## src/rtl/sid_audio_pkg.sv

```systemverilog
// Shared constants and helpers for the SID audio output path.
// Covers the sample width, the I2S slot layout and the DAC word conversion.
package sid_audio_pkg;

    localparam int SAMPLE_W        = 16;
    localparam int SLOTS_PER_FRAME = 32;
    localparam int SLOT_MSB_L      = 1;
    localparam int SLOT_MSB_R      = 17;

    typedef logic [4:0]          slot_t;
    typedef logic [SAMPLE_W-1:0] sample_t;

    localparam slot_t SLOT_LAST = slot_t'(SLOTS_PER_FRAME - 1);

    // Flipping the MSB turns offset-binary filter output into two's complement.
    function automatic sample_t to_dac_word(input sample_t s, input bit signed_out);
        return signed_out ? (s ^ {1'b1, {(SAMPLE_W-1){1'b0}}}) : s;
    endfunction

    // Word bit carried in slot s (1..31); slot 16 wraps to the left-channel LSB.
    function automatic logic [3:0] slot_bit(input slot_t s);
        if (s < slot_t'(SLOT_MSB_R - 1))
            return 4'(SLOT_MSB_L + SAMPLE_W - 1 - int'(s));
        else
            return 4'((SLOT_MSB_R + SAMPLE_W - 1 - int'(s)) % SAMPLE_W);
    endfunction

endpackage

```

## src/rtl/sid_i2s_clkgen.sv

```systemverilog
// Bit-clock generator: divides clk by 2*BCLK_DIV and flags the clk cycle
// in which bclk is about to fall or rise.
module sid_i2s_clkgen #(
    parameter int BCLK_DIV = 8
) (
    input  logic clk,
    input  logic n_reset,
    input  logic enable_i,
    output logic bclk_o,
    output logic fall_stb_o,
    output logic rise_stb_o
);

    localparam int CW = (BCLK_DIV > 1) ? $clog2(BCLK_DIV) : 1;

    logic [CW-1:0] div_cnt_q, div_cnt_d;
    logic          bclk_q, bclk_d;
    logic          tc;

    always_comb begin
        tc        = enable_i && (div_cnt_q == CW'(BCLK_DIV - 1));
        div_cnt_d = div_cnt_q;
        bclk_d    = bclk_q;
        if (!enable_i) begin
            div_cnt_d = '0;
            bclk_d    = 1'b0;
        end else if (tc) begin
            div_cnt_d = '0;
            bclk_d    = ~bclk_q;
        end else begin
            div_cnt_d = div_cnt_q + CW'(1);
        end
    end

    always_ff @(posedge clk or negedge n_reset) begin
        if (!n_reset) begin
            div_cnt_q <= '0;
            bclk_q    <= 1'b0;
        end else begin
            div_cnt_q <= div_cnt_d;
            bclk_q    <= bclk_d;
        end
    end

    assign bclk_o     = bclk_q;
    assign fall_stb_o = tc & bclk_q;
    assign rise_stb_o = tc & ~bclk_q;

endmodule

```

## src/rtl/sid_i2s_tx.sv

```systemverilog
// I2S transmitter for the SID output stage: single-sample holding register,
// mono frame duplicated on L/R, zero-order hold and underrun/drop pulses.
module sid_i2s_tx
    import sid_audio_pkg::*;
#(
    parameter int BCLK_DIV   = 8,
    parameter bit SIGNED_OUT = 1'b1
) (
    input  logic                clk,
    input  logic                n_reset,
    input  logic [SAMPLE_W-1:0] sample_in,
    input  logic                sample_valid,
    input  logic                enable,
    output logic                i2s_bclk,
    output logic                i2s_lrclk,
    output logic                i2s_sdata,
    output logic                underrun,
    output logic                dropped
);

    logic fall_stb, rise_stb;

    sid_i2s_clkgen #(.BCLK_DIV(BCLK_DIV)) u_clkgen (
        .clk        (clk),
        .n_reset    (n_reset),
        .enable_i   (enable),
        .bclk_o     (i2s_bclk),
        .fall_stb_o (fall_stb),
        .rise_stb_o (rise_stb)
    );

    sample_t hold_q,  hold_d;
    logic    fresh_q, fresh_d;
    sample_t wcur_q,  wcur_d;
    sample_t wprev_q, wprev_d;
    slot_t   slot_q,  slot_d;
    logic    lrclk_q, lrclk_d;
    logic    sdata_q, sdata_d;
    logic    underrun_q, underrun_d;
    logic    dropped_q,  dropped_d;
    logic    load;

    always_comb begin
        load       = fall_stb && (slot_q == SLOT_LAST);
        hold_d     = sample_valid ? sample_in : hold_q;
        fresh_d    = fresh_q;
        wcur_d     = wcur_q;
        wprev_d    = wprev_q;
        slot_d     = slot_q;
        lrclk_d    = lrclk_q;
        sdata_d    = sdata_q;
        // Both status decisions use the pre-edge fresh flag.
        underrun_d = load && !fresh_q;
        dropped_d  = sample_valid && fresh_q && !load;

        if (load && fresh_q) fresh_d = 1'b0;
        if (sample_valid)    fresh_d = 1'b1;

        if (!enable) begin
            slot_d  = SLOT_LAST;
            lrclk_d = 1'b1;
            sdata_d = 1'b0;
            wprev_d = '0;
        end else if (fall_stb) begin
            slot_d  = slot_q + slot_t'(1);
            lrclk_d = slot_d[4];
            if (load) begin
                wprev_d = wcur_q;
                if (fresh_q) wcur_d = to_dac_word(hold_q, SIGNED_OUT);
            end
            // Slot 0 carries the previous frame's right LSB (one-bit I2S delay).
            sdata_d = (slot_d == '0) ? wprev_d[0] : wcur_q[slot_bit(slot_d)];
        end
    end

    always_ff @(posedge clk or negedge n_reset) begin
        if (!n_reset) begin
            hold_q     <= '0;
            fresh_q    <= 1'b0;
            wcur_q     <= '0;
            wprev_q    <= '0;
            slot_q     <= SLOT_LAST;
            lrclk_q    <= 1'b1;
            sdata_q    <= 1'b0;
            underrun_q <= 1'b0;
            dropped_q  <= 1'b0;
        end else begin
            hold_q     <= hold_d;
            fresh_q    <= fresh_d;
            wcur_q     <= wcur_d;
            wprev_q    <= wprev_d;
            slot_q     <= slot_d;
            lrclk_q    <= lrclk_d;
            sdata_q    <= sdata_d;
            underrun_q <= underrun_d;
            dropped_q  <= dropped_d;
        end
    end

    assign i2s_lrclk = lrclk_q;
    assign i2s_sdata = sdata_q;
    assign underrun  = underrun_q;
    assign dropped   = dropped_q;

    // The DAC latches on the rise, so data and word select must hold across it.
    ap_stable_on_rise: assert property (@(posedge clk) disable iff (!n_reset)
        rise_stb |=> ($stable(i2s_sdata) && $stable(i2s_lrclk)));

endmodule
```

## config.mk

```make
export PLATFORM = sky130hd
export DESIGN_NAME = sid_i2s_tx
export DESIGN_NICKNAME = d
export VERILOG_FILES = /design/src/rtl/sid_audio_pkg.sv /design/src/rtl/sid_i2s_clkgen.sv /design/src/rtl/sid_i2s_tx.sv
export SDC_FILE = /design/constraint.sdc
export NUM_CORES = 1
export LEC_CHECK = 0
export CAP_MARGIN = 15
export CORE_UTILIZATION = 55
export DETAILED_ROUTE_END_ITERATION = 8
export GPL_TIMING_DRIVEN = 0
export MAX_ROUTING_LAYER = met4
export PLACE_DENSITY = 0.79
export SLEW_MARGIN = 30
export SYNTH_ARGS = -nofsm -noshare
export SYNTH_HDL_FRONTEND = slang
export SYNTH_SLANG_ARGS = --single-unit
```

## constraint.sdc

```tcl
create_clock -name clk -period 3.2 [get_ports clk]
set_clock_uncertainty 0.05 [all_clocks]
set_input_delay 0.96 -clock clk [delete_from_list [all_inputs] [get_ports clk]]
set_output_delay 0.96 -clock clk [all_outputs]
set_load 0.05 [all_outputs]
```

==> reports/qor.yml <==
outcome:
  outcome: "finished clean"
layout:
  area_growth_pct: 20.19
  final_nets: 207
  antenna_cells: 0
  drive_gt1_share_pct: 27.72
  stdcell_count: 230
  fillCellCount: 242
worst_setup_path:
  crit_path_start_kind: "flip-flop"
  cp_data_arrival_time_ns: 1.65
  critPathRequiredTime_ns: 2.19
  path_class: "flip-flop to output pin"
  slowest_stage: "clkdlybuf4s50_1"
  crit_buf_inv: 1
  cp_top_family: "buffers and inverters"
  end_kind: "output pin"
  path_cells: "clkdlybuf4s50_1"
  crit_fanout: 3
  crit_path_max_incr_delay_ns: 0.80
synth:
  syn-num-nets: 176
  yosysSeqAreaShare_pct: 55.76
  synthCells: 152
  synth-edff-count: 0
  synthArstFlopShare_pct: 100.0
  synth.cell_area_mm2: 0.002076
  synth_common_cells: "41 x dfrtp_1, 31 x mux2_2, 13 x nand2_1"
  synth_top_area_share_pct: 49.43
  synth_area_leader_cell: "dfrtp_1"
  synth.top_cells.by_area: "dfrtp_1 49%, mux2_2 17%, dfstp_2 6.3%"
  synth_cell_type_count: 35
  yosysWarnings: 0
  synth-seq-cells: 46
  synth_flop_cell: "dfrtp_1"
  yosysMostFrequentCell: "dfrtp_1"
  syn_area_per_cell_um2: 13.66
grt:
  grt_use_total_pct: 20.26
  antenna_found_initial: 0
  grt_start_max_net_pins: 29
  grt_pass1_wl_um: 5934
  grt_pass1_vias: 1298
  gr-total-overflow: 0
sta:
  max_freq_ghz: 0.3766
  max_slew_margin_pct: 64.10
  setup_tns_ns: 0
  slew_viol_final: 0
  rsz0062_at_grt: "no"
  setup_viol: 0
  whs_ns: 0.3945
  worstMarginPinSlew_ns: 0.5385
  finalHoldViolCount: 0
  post-route-period-util_pct: 82.99
  finalCriticalPeriod_ns: 2.656
die:
  fp.dieArea_mm2: 0.004024
  start_util_pct: 59.85
  ios: 25
  fp.dieW_um: 63.44
  die_h_um: 63.44
  coreArea_mm2: 0.003468
  rows: 21
pwr:
  p_leak_uw: 0.001159
  power_density_mw_per_mm2: 452.4
  vdd_drop_max_mv: 0.4365
drt:
  drt-initial-drc-count: 39
  vias: 1264
  vias_per_cell: 5.496
  drc: 0
  postRouteAntennaNets: 0
  wl_per_cell_um: 14.83
  dr.pass1.iters: 4
  wl_um: 3410
clocking:
  clockBufferDepth: 2
  ctsHtreeMaxLevel: 2
  cts-root-buf: "clkbuf_8"
  cts_setup_buffers: 0
  ctsResizeCount: 0
  cts_hold_buf: 0
  path_clk_slew_ns: 0.08
  insertion_delay_ns: 0.30
  cts_tree: "yes"
  numCtsBuffers: 5
  cts.sinks: 46
hold_path:
  hp-class: "flip-flop to flip-flop"
place:
  place.gp.congestion: 0.7598
  dp.cells: 222
  io_buffers: 23
  post-dp-hpwl_um: 2530
job:
  maxCapViolCount: 0
[final timing paths]
kind,startpoint,end,slack [ns],cells past startpoint
min in group asynchronous,n_reset,wprev_q[0]$_DFFE_PN0P_,0.55,1
worst min-delay path,u_clkgen.div_cnt_q[0]$_DFF_PN0_,u_clkgen.div_cnt_q[0]$_DFF_PN0_,0.39,1
worst min register to register,u_clkgen.div_cnt_q[0]$_DFF_PN0_,u_clkgen.div_cnt_q[0]$_DFF_PN0_,0.39,1
worst max-delay path,slot_q[4]$_DFFE_PN1P_,i2s_lrclk,0.54,1
worst max register to register,slot_q[1]$_DFFE_PN1P_,i2s_sdata$_DFFE_PN0P_,0.70,8
max in group asynchronous,n_reset,slot_q[0]$_DFFE_PN1P_,1.98,2
[sequential cells by signal, indices dropped and copies added, names as in the netlist, 3 cells and up]
signal	flops
wcur_q	16
slot_q	5
u_clkgen.div_cnt_q	3
hold_q	16
[layer usage]
metal	vias up	global-route usage [%]	share of wire (%)
met4	0	7.386	1.6
met3	6	5.797	3.3
met2	22	32.58	52
met1	626	24.24	43
met5	-	-	0
li1	610	-	-
[report_power, final]
group / internal, uW / switching [uW]
clock: 255 / 183
combinational: 44.0 / 30.5
sequential: 605 / 11.5
[per-stage QoR]
| step | cell area, um2 | setup WS, ns | power [uW] | util (%) |
|---|---|---|---|---|
| after CTS | 2495 | 0.5284 | 1144 | 71.93 |
| after global placement | 2364 | 0.003460 | 696.8 | 68.15 |
| after detailed placement | 2379 | 0.5116 | 705.3 | 68.58 |
| after global routing | 2495 | 0.4988 | 1179 | 71.93 |
| final | 2495 | 0.5445 | 1129 | 71.93 |
| after floorplan | 2076 | 0.8992 | 657.4 | - |
[cells by family after synthesis]
logic type      after synthesis  share of synthesized area, %
flops                        46                         55.76
simple gates                 39                         10.67
mux                          38                         23.33
compound gates               11                         3.677
buf+inv                      10                         2.471
xor+xnor                      4                         1.688
fa+ha+maj                     4                         2.411
[layout by cell type, fill, tap and decap left out, drive strengths merged]
master         instances
nor3b                  1
buf                    7
nor2                   3
bufinv                 1
dfstp                  5
ha                     4
a21oi                  1
and4bb                 2
or3b                   1
o21ai                  4
o32a                   1
a21o                   1
a311oi                 1
nor3                   2
nand2b                 2
mux4                   4
and2                   2
clkdlybuf4s50         22
nand3                  4
mux2                  31
clkbuf                10
dfrtp                 41
xor2                   1
and3b                  2
nor2b                  2
and3                   3
nand4                  2
xnor2                  3
a2111oi                2
inv                    2
mux2i                  3
nand2                 13
o211ai                 1
[final cells by class]
| type | instances | area (um2) | share of cell area [%] |
|---|---|---|---|
| inverter | 2 | 7.507 | 0.3009 |
| clock inverter | 1 | 30.03 | 1.204 |
| clock buffer | 7 | 86.33 | 3.460 |
| sequential | 46 | 1157 | 46.39 |
| tap | 46 | 57.56 | 2.307 |
| buffer | 8 | 43.79 | 1.755 |
| timing repair buffer | 24 | 245.2 | 9.829 |
| multi-input combinational | 96 | 867.1 | 34.75 |
(Power assumes the default switching activity.)
